===== src/rtl/fir_mac_sequencer_if.sv =====
`default_nettype none
// ============================================================================
//  Module      : fir_mac_sequencer_if
//  Description : Sample, coefficient and result signals for fir_mac_sequencer.
//  Revision    : 1.0  initial release
// ============================================================================
interface fir_mac_sequencer_if #(
    parameter int DATA_WIDTH = 16,
    parameter int COEF_WIDTH = 16,
    parameter int ACC_WIDTH  = 40,
    parameter int ADDR_WIDTH = 3
);
    logic                  in_valid;
    logic                  in_ready;
    logic [DATA_WIDTH-1:0] in_data;
    logic                  flush;
    logic                  coef_wr_en;
    logic [ADDR_WIDTH-1:0] coef_wr_addr;
    logic [COEF_WIDTH-1:0] coef_wr_data;
    logic                  out_valid;
    logic                  out_ready;
    logic [ACC_WIDTH-1:0]  out_data;
    logic                  busy;

    modport master (
        output in_valid, in_data, flush, coef_wr_en, coef_wr_addr, coef_wr_data, out_ready,
        input  in_ready, out_valid, out_data, busy
    );

    modport slave (
        input  in_valid, in_data, flush, coef_wr_en, coef_wr_addr, coef_wr_data, out_ready,
        output in_ready, out_valid, out_data, busy
    );
endinterface
`default_nettype wire


===== src/rtl/fir_mac_sequencer.sv =====
`default_nettype none
// ============================================================================
//  Module      : fir_mac_sequencer
//  Description : Time-multiplexed FIR, one shared signed MAC stepped over all taps.
//  Revision    : 1.0  initial release
// ============================================================================
module fir_mac_sequencer #(
    parameter int DATA_WIDTH = 16,
    parameter int COEF_WIDTH = 16,
    parameter int NUM_TAPS   = 8,
    parameter int ACC_WIDTH  = 40,
    parameter int ADDR_WIDTH = 3
) (
    input  wire logic         clk,
    input  wire logic         rst,
    fir_mac_sequencer_if.slave sif
);
    localparam int PROD_WIDTH = DATA_WIDTH + COEF_WIDTH;
    localparam logic [ADDR_WIDTH-1:0] c_last_k = ADDR_WIDTH'(NUM_TAPS - 1);

    typedef enum logic [1:0] {
        S_IDLE = 2'd0,
        S_MAC  = 2'd1,
        S_OUT  = 2'd2
    } state_t;

    state_t                        r_state;
    state_t                        w_state_next;
    logic signed [DATA_WIDTH-1:0]  r_hist [NUM_TAPS];
    logic signed [COEF_WIDTH-1:0]  r_coef [NUM_TAPS];
    logic        [ADDR_WIDTH-1:0]  r_wr_ptr;
    logic        [ADDR_WIDTH-1:0]  r_base;
    logic        [ADDR_WIDTH-1:0]  r_k;
    logic signed [ACC_WIDTH-1:0]   r_acc;
    logic        [ACC_WIDTH-1:0]   r_out_data;

    logic                          w_in_ready;
    logic                          w_out_valid;
    logic                          w_busy;
    logic                          w_accept;
    logic        [ADDR_WIDTH-1:0]  w_idx;
    logic signed [PROD_WIDTH-1:0]  w_prod;
    logic signed [ACC_WIDTH-1:0]   w_acc_next;

    // Newest sample sits at base; older taps walk backwards around the ring.
    assign w_idx      = r_base - r_k;
    assign w_prod     = r_hist[w_idx] * r_coef[r_k];
    assign w_acc_next = r_acc + ACC_WIDTH'(w_prod);
    assign w_accept   = w_in_ready & sif.in_valid;

    always_ff @(posedge clk) begin
        if (rst) begin
            r_state <= S_IDLE;
        end else begin
            r_state <= w_state_next;
        end
    end

    always_comb begin
        w_state_next = r_state;
        w_in_ready   = 1'b0;
        w_out_valid  = 1'b0;
        w_busy       = 1'b1;
        case (r_state)
            S_IDLE: begin
                w_busy = 1'b0;
                // flush wins over a simultaneous sample, so the sample is refused
                w_in_ready = ~rst & ~sif.flush;
                if (w_in_ready && sif.in_valid) begin
                    w_state_next = S_MAC;
                end
            end
            S_MAC: begin
                if (r_k == c_last_k) begin
                    w_state_next = S_OUT;
                end
            end
            S_OUT: begin
                w_out_valid = 1'b1;
                if (sif.out_ready) begin
                    w_state_next = S_IDLE;
                end
            end
            default: begin
                w_state_next = S_IDLE;
            end
        endcase
    end

    always_ff @(posedge clk) begin
        if (rst) begin
            for (int i = 0; i < NUM_TAPS; i++) begin
                r_hist[i] <= '0;
                r_coef[i] <= '0;
            end
            r_wr_ptr   <= '0;
            r_base     <= '0;
            r_k        <= '0;
            r_acc      <= '0;
            r_out_data <= '0;
        end else begin
            case (r_state)
                S_IDLE: begin
                    if (sif.coef_wr_en) begin
                        r_coef[sif.coef_wr_addr] <= sif.coef_wr_data;
                    end
                    if (sif.flush) begin
                        for (int i = 0; i < NUM_TAPS; i++) begin
                            r_hist[i] <= '0;
                        end
                        r_wr_ptr <= '0;
                    end else if (w_accept) begin
                        r_hist[r_wr_ptr] <= sif.in_data;
                        r_acc            <= '0;
                        r_k              <= '0;
                        r_base           <= r_wr_ptr;
                        r_wr_ptr         <= r_wr_ptr + 1'b1;
                    end
                end
                S_MAC: begin
                    r_acc <= w_acc_next;
                    r_k   <= r_k + 1'b1;
                    if (r_k == c_last_k) begin
                        r_out_data <= w_acc_next;
                    end
                end
                default: begin
                end
            endcase
        end
    end

    assign sif.in_ready  = w_in_ready;
    assign sif.out_valid = w_out_valid;
    assign sif.out_data  = r_out_data;
    assign sif.busy      = w_busy;
endmodule
`default_nettype wire


===== src/flat_wrapper.sv =====
// flat-port wrapper written by rule: the top's interface ports become plain ports
module fir_mac_sequencer_flat 
#(
    parameter int DATA_WIDTH = 16,
    parameter int COEF_WIDTH = 16,
    parameter int NUM_TAPS   = 8,
    parameter int ACC_WIDTH  = 40,
    parameter int ADDR_WIDTH = 3
)
  (clk, rst, sif_in_valid, sif_in_data, sif_flush, sif_coef_wr_en, sif_coef_wr_addr, sif_coef_wr_data, sif_out_ready, sif_in_ready, sif_out_valid, sif_out_data, sif_busy);
  fir_mac_sequencer_if #(.DATA_WIDTH(DATA_WIDTH), .COEF_WIDTH(COEF_WIDTH), .ACC_WIDTH(ACC_WIDTH), .ADDR_WIDTH(ADDR_WIDTH)) sif_i ();
  input  wire logic clk;
  input  wire logic rst;
  input wire logic [$bits(sif_i.in_valid)-1:0] sif_in_valid;
  input wire logic [$bits(sif_i.in_data)-1:0] sif_in_data;
  input wire logic [$bits(sif_i.flush)-1:0] sif_flush;
  input wire logic [$bits(sif_i.coef_wr_en)-1:0] sif_coef_wr_en;
  input wire logic [$bits(sif_i.coef_wr_addr)-1:0] sif_coef_wr_addr;
  input wire logic [$bits(sif_i.coef_wr_data)-1:0] sif_coef_wr_data;
  input wire logic [$bits(sif_i.out_ready)-1:0] sif_out_ready;
  output wire logic [$bits(sif_i.in_ready)-1:0] sif_in_ready;
  output wire logic [$bits(sif_i.out_valid)-1:0] sif_out_valid;
  output wire logic [$bits(sif_i.out_data)-1:0] sif_out_data;
  output wire logic [$bits(sif_i.busy)-1:0] sif_busy;
  assign sif_i.in_valid = sif_in_valid;
  assign sif_i.in_data = sif_in_data;
  assign sif_i.flush = sif_flush;
  assign sif_i.coef_wr_en = sif_coef_wr_en;
  assign sif_i.coef_wr_addr = sif_coef_wr_addr;
  assign sif_i.coef_wr_data = sif_coef_wr_data;
  assign sif_i.out_ready = sif_out_ready;
  assign sif_in_ready = sif_i.in_ready;
  assign sif_out_valid = sif_i.out_valid;
  assign sif_out_data = sif_i.out_data;
  assign sif_busy = sif_i.busy;
  fir_mac_sequencer #(.DATA_WIDTH(DATA_WIDTH), .COEF_WIDTH(COEF_WIDTH), .NUM_TAPS(NUM_TAPS), .ACC_WIDTH(ACC_WIDTH), .ADDR_WIDTH(ADDR_WIDTH)) u_core (.clk(clk), .rst(rst), .sif(sif_i));
endmodule

===== config.mk =====
export PLATFORM = sky130hd
export DESIGN_NAME = fir_mac_sequencer_flat
export DESIGN_NICKNAME = d
export VERILOG_FILES = /design/src/rtl/fir_mac_sequencer_if.sv /design/src/rtl/fir_mac_sequencer.sv /design/src/flat_wrapper.sv
export SDC_FILE = /design/constraint.sdc
export NUM_CORES = 1
export LEC_CHECK = 0
export ABC_CLOCK_PERIOD_IN_PS = 21200
export CORE_ASPECT_RATIO = 0.9
export CORE_MARGIN = 2
export CORE_UTILIZATION = 56
export CTS_CLUSTER_DIAMETER = 80
export DETAILED_ROUTE_END_ITERATION = 12
export HOLD_SLACK_MARGIN = 0.15
export PLACE_DENSITY = 0.81
export SLEW_MARGIN = 10
export SYNTH_ARGS = -nofsm -noshare
export SYNTH_HDL_FRONTEND = slang
export SYNTH_SLANG_ARGS = --single-unit

===== constraint.sdc =====
create_clock -name clk -period 21.2 [get_ports clk]
set_clock_uncertainty 0.2 [all_clocks]
set_input_delay 6.36 -clock clk [delete_from_list [all_inputs] [get_ports clk]]
set_output_delay 6.36 -clock clk [all_outputs]
set_load 0.01 [all_outputs]

==> summary.md, run 1 <==
| Metric | Value |
|---|---|
| Status | `finished clean` |
| F_max | `69.79 MHz` |
| Asr flop ratio synth | `0%` |
| PD cells | `139.9 nW/um^2` |
| Post-synth EDFFs | `256` |
| Slew headroom | `13.39%` |
| Area after DPL | `28540 um^2` |
| Comb pwr share | `64.4%` |
| Int Pwr | `2.222 mW` |
| Die Footprint | `49840 um^2` |
| Post-route setup TNS | `0 ps` |
| DR vias | `18123` |
| First-pass GRT wire length | `104300 um` |
| DP HPWL | `46730 um` |
| Die X | `235.1 um` |
| Count of port buffers added during placement | `83` |
| Hold_buf cts | `0` |
| Vias in the first global route | `19520` |
| I/O Pins | `84` |
| CP max FO | `6` |
| Clock sinks | `350` |
| #FFs+latches synth | `350` |
| Syn nets | `2901` |
| Max-cap violation count | `0` |
| Antenna violations before repair | `0` |
| Post-synthesis sequential area ratio | `35.55%` |
| CTS Buf Count | `39` |
| LEAKAGE | `13.16 nW` |
| CP endpoint kind | `output port` |
| Final Slew Violations | `0` |
| Post-route ant nets | `0` |
| Final Net Count | `2980` |
| Layout cell share with drive strength beyond 1 | `8.615%` |
| DR WL/cell | `20.58 um` |
| Hold Path Class | `flip-flop to flip-flop` |
| Sequential Power Share | `19.4%` |
| Ys Warns | `0` |
| Synthesized instance count | `2410` |
| Final setup fails | `0` |
| Pin count of the biggest net entering global routing | `63` |
| Via density | `5.766` |
| Final hold violations | `0` |
| Post-CTS setup buffer count | `0` |
| Worst Slack Setup Final | `6872 ps` |
| Root buffer cell | `clkbuf_16` |
| Synthesized area | `26920 um^2` |
| Initial cell density of the core | `56.50%` |
| Reg clk slew, reported paths | `60 ps` |
| Critical path class | `primary input to output port` |
| Post-layout min period | `14330 ps` |
| Max clock buf depth | `3` |
| Resize count post-CTS | `0` |
| Core area | `47640 um^2` |
| Library cells used by synthesis | `60` |
| Layout area overhead | `10.75%` |
| Mean post-synth cell area | `11.17 um^2` |
| Sw Ratio | `46.74%` |
| Die height | `212.0 um` |
| Post-Layout Inst Area | `29810 um^2` |
| Transition time of the tightest slew-check pin | `1263 ps` |
| Switching pwr | `1.950 mW` |
| CTS tree | `yes` |
| Startpoint types | `primary input` |
| Total track usage | `27.11%` |
| Worst Hold Slack | `253.7 ps` |
| Peak VDD IR | `0.1635 mV` |
| Drt pass-1 iters | `6` |
| Final wirelength | `64700 um` |
| RSZ-0062 raised after global routing | `false` |
| Fin crit share | `67.59%` |
| 1st-iter DRT viols | `1339` |
| Clk_lat worst skew | `570 ps` |
| Cell row count | `76` |
| Synth Flop Type | `edfxtp_1` |
| Final Wtd Congestion | `0.9910` |
| Clk pwr share | `16.2%` |
| Ant. Diodes | `0` |
| H-tree depth | `2` |
| Required time of the critical path | `14640 ps` |
| GRT overflow | `0` |
| DR DRC count | `0` |
| Dpl ws | `6898 ps` |
| Worst EP arrival | `7770 ps` |
-- per-stage QoR --
stage | cells | util [%] | total power [mW]
floorplan | 2410 | - | 2.818
global placement | 3072 | 59.92 | 3.370
detailed placement | 3072 | 59.92 | 3.453
CTS | 3143 | 62.57 | 4.147
global route | 3143 | 62.57 | 4.562
finish | 3143 | 62.57 | 4.172
-- synth_stat cells, types with 11 or more instances --
library cell / count / area [um^2]
mux2i_1: 22 / 220.2
ha_1: 119 / 1489
nand2_1: 216 / 810.8
a21oi_1: 93 / 465.5
buf_1: 14 / 52.55
dfxtp_1: 94 / 1882
nor2_1: 186 / 698.2
nand2b_1: 27 / 168.9
xnor2_1: 24 / 210.2
inv_1: 371 / 1393
or2_2: 13 / 81.33
mux2_2: 23 / 259.0
xor2_1: 16 / 140.1
a22o_1: 17 / 148.9
fa_1: 331 / 6626
nand3_1: 29 / 145.1
a21o_1: 11 / 82.58
clkbuf_1: 72 / 270.3
and2_1: 263 / 1645
a31oi_1: 11 / 68.82
mux4_2: 63 / 1419
nor3_1: 19 / 95.09
o21ai_0: 20 / 100.1
edfxtp_1: 256 / 7687
-- sequential cells by signal, summed over array words and instances (netlist names), named ones only --
signal               flops
u_core.r_acc            40
u_core.r_base            3
u_core.r_coef          128
u_core.r_hist          128
u_core.r_k               3
u_core.r_state           2
u_core.r_wr_ptr          3
u_core.sif.out_data     40
-- cell families after synthesis --
group,share of synthesized area (%)
adder cells (fa/ha/maj),30.15
AO/OA/AOI/OAI,4.458
XOR/XNOR,1.422
AND/OR/NAND/NOR,14.61
flip-flops,35.55
multiplexers,7.275
buffers and inverters,6.531
-- cell type report --
class	instances	area, um^2
Multi-Input combinational cell	1593	15610
Clock inverter	19	192.7
Sequential cell	350	9570
Inverter	377	1415
Tap cell	624	780.7
Clock buffer	52	1074
Fill cell	3647	17830
Timing Repair Buffer	128	1166
-- metal layers --
metal	GRT usage [%]	part of all wire, %	vias up
met4	10.15	3.9	0
met1	34.11	37	9132
met2	47.21	50	842
met3	4.908	8.6	178
li1	-	-	7971
met5	0	0	-
-- worst paths after layout --
kind	start	to	slack [ps]	cells past startpoint
max reg2reg	u_core.r_k[0]$_SDFFE_PP0P_	u_core.sif.out_data[39]$_SDFFE_PP0P_	11150	29
min reg2reg	u_core.sif.out_data[31]$_SDFFE_PP0P_	u_core.sif.out_data[31]$_SDFFE_PP0P_	250	2
min	u_core.sif.out_data[31]$_SDFFE_PP0P_	u_core.sif.out_data[31]$_SDFFE_PP0P_	250	2
max	sif_flush	sif_in_ready	6870	3
-- critical path, cell delays in order --
cell,delay (ps)
clkdlybuf4s50_1,490
nor3_1,320
clkdlybuf4s50_1,590
-- power by group through the flow --
stage          clock [mW]  sequential, mW  combinational [mW]
6_report            0.677           0.808                2.69
4_1_cts             0.685           0.808                2.65
3_3_place_gp            0           0.820                2.55
5_1_grt             0.712           0.811                3.04
3_5_place_dp            0           0.822                2.63
2_1_floorplan           0           0.809                2.01
-- layout by cell type (no fill, tap or decap), drive strengths merged, types with 4 or more instances in the layout --
master           n
o21a             7
and3             4
nor2           187
mux2            24
clkdlybuf4s50   82
edfxtp         256
dfxtp           94
a22o            17
nand4            6
mux4            64
a211oi           5
inv            380
xnor2           26
a21o            11
or2             13
a31oi           11
nor3            19
clkbuf          52
fa             331
and2           263
or4              4
nand3           29
nand2          216
xor2            16
nand3b           6
a21oi           93
ha             119
nand2b          27
o21ai           29
mux2i           23
clkinv          12
nor2b            6
buf             46
(Power assumes the default switching activity.)
==> run 2: changes to the inputs <==
Settings changed: ABC_CLOCK_PERIOD_IN_PS 21200 to 13900.
Clock period 21.2 ns to 13.9 ns, I/O delays scaled along.
==> run 2 against run 1 <==
Against the previous run: register-to-register slack got worse by 7400 ps; critical path depth up 27; critical path type is now flip-flop to flip-flop; combinational power increased by 52%; wire length up 2.5%; largest cell class unchanged; power increased by 52%; hold slack gained 0.64 ps; design area about the same; die area is the same.
==> summary.md, run 2 (synthesized netlist as in run 1, its figures left out) <==
| Metric | Value |
|---|---|
| Status | `finished clean` |
| 1st-iter DRT viols | `1684` |
| Comb pwr share | `64.4%` |
| Via density | `5.790` |
| DR DRC count | `0` |
| Hold Startpoint | `u_core.sif.out_data[39]$_SDFFE_PP0P_` |
| Biggest regs | `u_core.r_coef (128), u_core.r_hist (128)` |
| Reg clk slew, reported paths | `60 ps` |
| R2R setup slack | `3790 ps` |
| Drt pass-1 iters | `5` |
| Slowest-stage cell, CP | `a2111oi_1` |
| Die X | `235.1 um` |
| Final hold violations | `0` |
| CP max FO | `32` |
| Hold-critical path depth | `2` |
| Peak VDD IR | `0.2556 mV` |
| Cell row count | `76` |
| Switching pwr | `2.977 mW` |
| Critical path class | `flip-flop to flip-flop` |
| Clk pwr share | `16.2%` |
| CTS Buf Count | `39` |
| Required time of the critical path | `14190 ps` |
| Clock sinks | `350` |
| Layout cell share with drive strength beyond 1 | `8.730%` |
| R2R depth | `30` |
| RSZ-0062 raised after global routing | `false` |
| Die Footprint | `49840 um^2` |
| H-tree depth | `2` |
| Post-layout min period | `10110 ps` |
| Register area | `9570 um^2` |
| Transition time of the tightest slew-check pin | `1173 ps` |
| Antenna violations before repair | `0` |
| CP endpoint kind | `flip-flop` |
| Max-cap violation count | `0` |
| Count of port buffers added during placement | `83` |
| Max clock buf depth | `3` |
| Final Net Count | `2983` |
| Most frequent cells in the layout | `inv_1 (371), fa_1 (331), and2_1 (262)` |
| Slew headroom | `19.60%` |
| Resize count post-CTS | `0` |
| First-pass GRT wire length | `105900 um` |
| Clk_lat worst skew | `570 ps` |
| Final Power | `6.349 mW` |
| R2r startpoint | `u_core.r_k[0]$_SDFFE_PP0P_` |
| Slowest cell delay on critical path | `900 ps` |
| Worst Hold Slack | `254.3 ps` |
| Final wirelength | `66340 um` |
| Total track usage | `27.69%` |
| Finished Core Util | `62.59%` |
| DR WL/cell | `21.10 um` |
| Sw Ratio | `46.89%` |
| Ant. Diodes | `0` |
| Footprint of the multi-input gates | `15620 um^2` |
| Post-CTS setup buffer count | `0` |
| Final setup fails | `0` |
| FILL cells | `3640` |
| Root buffer cell | `clkbuf_16` |
| Pin count of the biggest net entering global routing | `72` |
| Startpoint types | `flip-flop` |
| Layout area overhead | `10.77%` |
| Worst EP arrival | `10400 ps` |
| Vias in the first global route | `19580` |
| Worst path most repeated cell | `fa_1` |
| Hold_buf cts | `0` |
| Sequential Power Share | `19.4%` |
| F_max | `98.92 MHz` |
| Fin crit share | `72.73%` |
| Worst hold endpoint | `u_core.sif.out_data[39]$_SDFFE_PP0P_` |
| Post-route setup TNS | `0 ps` |
| Core area | `47640 um^2` |
| I/O Pins | `84` |
| DR vias | `18205` |
| Post-route ant nets | `0` |
| PD cells | `213.0 nW/um^2` |
| Final Wtd Congestion | `0.9687` |
| CTS tree | `yes` |
| Final Slew Violations | `0` |
| Commonest non-fill, non-tap cell in the layout | `inv_1` |
| Hold Path Class | `flip-flop to flip-flop` |
| Die height | `212.0 um` |
| Int Pwr | `3.372 mW` |
| GRT overflow | `0` |
| RR Endpoint | `u_core.sif.out_data[32]$_SDFFE_PP0P_` |
| Initial cell density of the core | `56.50%` |
| DP HPWL | `47940 um` |
| LEAKAGE | `13.17 nW` |
run 2: changes by cell type in the layout (fill, tap and decap cells not counted), sizes merged:
cell and delta:
buf +3, inv -2, bufinv +1, clkbuf -6, clkinv +6, clkinvlp -1
run 2: cell type report:
type,instances,share of cell area [%]
timing repair buffer,131,3.987
clock inverter,23,0.8183
sequential,350,32.10
inverter,377,4.746
tap,624,2.619
clock buffer,46,3.361
multi-input combinational,1593,52.37
run 2: through the flow:
stage / setup WS (ps) / cell area [um^2] / std cells
after CTS: 3822 / 29810 / 3144
after global routing: 3166 / 29820 / 3144
after floorplan: 4854 / 26920 / 2410
after global placement: 3750 / 28570 / 3075
after detailed placement: 3852 / 28570 / 3075
final: 3790 / 29820 / 3144
run 2: metal layers:
metal | track usage, % | part of all wire [%] | vias to the layer above
li1 | - | - | 7986
met2 | 48.36 | 50 | 785
met1 | 34.74 | 39 | 9258
met3 | 4.934 | 7.8 | 174
met5 | 1.173 | 0.12 | -
met4 | 10.17 | 3.8 | 2
run 2: worst max-delay path: cells and delay by family, from the launching register on:
kind	cells	cell delay [ps]
DFF	1	390
xor gates and xnor gates	2	400
buffers and inverters	7	1040
and+or+nand+nor	7	1260
AOI/OAI and AO/OA	3	1360
muxes	2	1100
adders and majority gates	9	4260
run 2: power groups by stage:
stage	sequential (mW)	combinational (mW)	clock [mW]
3_3_place_gp	1.25	3.92	0
6_report	1.23	4.09	1.03
4_1_cts	1.23	4.05	1.04
2_1_floorplan	1.23	3.06	0
3_5_place_dp	1.25	4.02	0
5_1_grt	1.24	4.60	1.07
run 2: worst max path at each step:
stage | cells after the start | to | slack, ps | start
3_5_place_dp | 30 | u_core.sif.out_data[32]$_SDFFE_PP0P_ | 3850 | u_core.r_k[0]$_SDFFE_PP0P_
4_1_cts | 30 | u_core.sif.out_data[32]$_SDFFE_PP0P_ | 3820 | u_core.r_k[0]$_SDFFE_PP0P_
3_3_place_gp | 30 | u_core.sif.out_data[32]$_SDFFE_PP0P_ | 3750 | u_core.r_k[0]$_SDFFE_PP0P_
6_report | 30 | u_core.sif.out_data[32]$_SDFFE_PP0P_ | 3790 | u_core.r_k[0]$_SDFFE_PP0P_
5_1_grt | 30 | u_core.sif.out_data[32]$_SDFFE_PP0P_ | 3170 | u_core.r_k[0]$_SDFFE_PP0P_
2_1_floorplan | 2 | sif_in_ready | 4850 | rst
==> run 3: changes to the inputs <==
Settings changed: ABC_CLOCK_PERIOD_IN_PS 13900 to 10000.
Clock period 13.9 ns to 10 ns, I/O delays scaled along.
==> run 3 against run 2 <==
Against the previous run: worst setup slack worse by 3200 ps; count of clock-buffer cells in the layout grew 7; global-route usage grew 0.30 points; power rose by 38%; utilization is essentially flat.
==> summary.md, run 3 (synthesized netlist as in run 1, its figures left out) <==
| Metric | Value |
|---|---|
| Status | `finished clean` |
| FILL cells | `3689` |
| CP endpoint kind | `flip-flop` |
| 1st-iter DRT viols | `1536` |
| Max-cap violation count | `0` |
| Worst path most repeated cell | `fa_1` |
| CP max FO | `11` |
| Hold Path Class | `flip-flop to flip-flop` |
| Slowest-stage cell, CP | `fa_1` |
| Cell row count | `76` |
| Antenna violations before repair | `0` |
| Worst EP arrival | `9770 ps` |
| Placed insts | `3079` |
| PD cells | `294.9 nW/um^2` |
| Clock sinks | `350` |
| Critical path class | `flip-flop to flip-flop` |
| Hold Startpoint | `u_core.sif.out_data[9]$_SDFFE_PP0P_` |
| Drt pass-1 iters | `5` |
| DR WL/cell | `21.23 um` |
| Die X | `235.1 um` |
| Startpoint types | `flip-flop` |
| Fin cells | `3149` |
| Fin crit share | `94.56%` |
| Final Net Count | `2987` |
| LEAKAGE | `13.16 nW` |
| DP HPWL | `48280 um` |
| H-tree depth | `2` |
| Total track usage | `27.99%` |
| Most frequent cells in the layout | `inv_1 (371), fa_1 (331), and2_1 (262)` |
| Post-route setup TNS | `0 ps` |
| DR DRC count | `0` |
| Count of port buffers added during placement | `83` |
| Transition time of the tightest slew-check pin | `1107 ps` |
| Layout cell share with drive strength beyond 1 | `8.673%` |
| Clk_lat worst skew | `580 ps` |
| Commonest non-fill, non-tap cell in the layout | `inv_1` |
| Final hold violations | `0` |
| Peak VDD IR | `0.3834 mV` |
| Reg clk slew, reported paths | `60 ps` |
| Final Wtd Congestion | `0.9654` |
| Crit path from | `u_core.r_k[0]$_SDFFE_PP0P_` |
| I/O Pins | `84` |
| R2r startpoint | `u_core.r_k[0]$_SDFFE_PP0P_` |
| Slew headroom | `26.20%` |
| First-pass GRT wire length | `107100 um` |
| Core area | `47640 um^2` |
| Final Slew Violations | `0` |
| Die height | `212.0 um` |
| Root buffer cell | `clkbuf_16` |
| Final wirelength | `66840 um` |
| Die Footprint | `49840 um^2` |
| Biggest regs | `u_core.r_coef (128), u_core.r_hist (128)` |
| GRT overflow | `0` |
| Post-route ant nets | `0` |
| RSZ-0062 raised after global routing | `false` |
| Layout area overhead | `10.70%` |
| Vias in the first global route | `19676` |
| CTS tree | `yes` |
| Via density | `5.777` |
| Initial cell density of the core | `56.50%` |
| Post-layout min period | `9456 ps` |
| DR vias | `18192` |
| F_max | `105.8 MHz` |
| Max clock buf depth | `3` |
| Pin count of the biggest net entering global routing | `81` |
| Final setup fails | `0` |
| CTS Buf Count | `39` |
| Ant. Diodes | `0` |
| Required time of the critical path | `10310 ps` |
| Slowest cell delay on critical path | `710 ps` |
## run 3: cell count changes in the layout (fill, tap and decap cells not counted), sizes merged
cell    before  now
clkinv      18   13
clkbuf      46   53
bufinv       4    0
inv        378  381
buf         49   53
## run 3: cell type report
| type | instances | area [um^2] | share of cell area [%] |
|---|---|---|---|
| Clock buffer | 53 | 1059 | 3.553 |
| Clock inverter | 17 | 131.4 | 0.4409 |
| Inverter | 377 | 1415 | 4.749 |
| Multi-Input combinational cell | 1593 | 15620 | 52.43 |
| Sequential cell | 350 | 9570 | 32.12 |
| Tap cell | 624 | 780.7 | 2.620 |
| Timing Repair Buffer | 135 | 1219 | 4.090 |
## run 3: worst max-delay path: cells and delay by family (launching register included)
| family | cells | cell delay [ps] |
|---|---|---|
| AO/OA/AOI/OAI | 3 | 1110 |
| XOR/XNOR | 2 | 460 |
| adder cells (fa/ha/maj) | 9 | 4300 |
| buffers and inverters | 7 | 760 |
| flip-flops | 1 | 380 |
| multiplexers | 2 | 1080 |
| AND/OR/NAND/NOR | 7 | 1110 |
## run 3: worst paths after layout
check / endpoint / slack [ps] / depth (start not counted)
max: u_core.sif.out_data[32]$_SDFFE_PP0P_ / 540 / 30
min: u_core.sif.out_data[9]$_SDFFE_PP0P_ / 250 / 2
max reg2reg: u_core.sif.out_data[32]$_SDFFE_PP0P_ / 540 / 30
min reg2reg: u_core.sif.out_data[9]$_SDFFE_PP0P_ / 250 / 2
## run 3: metal layers
| metal | GRT usage [%] | vias to the layer above | share of wire (%) |
|---|---|---|---|
| met5 | 0 | - | 0 |
| met2 | 47.76 | 776 | 49 |
| met3 | 4.427 | 181 | 7.9 |
| li1 | - | 7995 | - |
| met4 | 12.00 | 0 | 4.7 |
| met1 | 35.89 | 9240 | 38 |
## run 3: power breakdown
group | internal, mW | switching, mW | total, mW
Clock | 0.752 | 0.602 | 1.35
Sequential | 1.66 | 0.0592 | 1.72
Combinational | 2.21 | 3.50 | 5.72
## run 3: stage by stage
stage / hold WS, ps / worst slack [ps] / util, % / power, mW / instance area, um^2
after floorplan: 231.8 / 1446 / - / 5.975 / 26920
after global placement: 244.3 / 811.8 / 60.04 / 7.233 / 28600
after detailed placement: 249.3 / 483.6 / 60.04 / 7.359 / 28600
after CTS: 257.6 / 439.7 / 62.54 / 8.743 / 29790
after global routing: 272.7 / 66.03 / 62.54 / 9.563 / 29800
final: 254.5 / 543.8 / 62.54 / 8.786 / 29800
## run 3: what timing repair did
action | 4_1_cts | 5_1_grt
buffers inserted | 0 | 0
endpoints found under the setup margin | 0 | 1
hold buffers | 0 | 0
resized for setup | 0 | 1
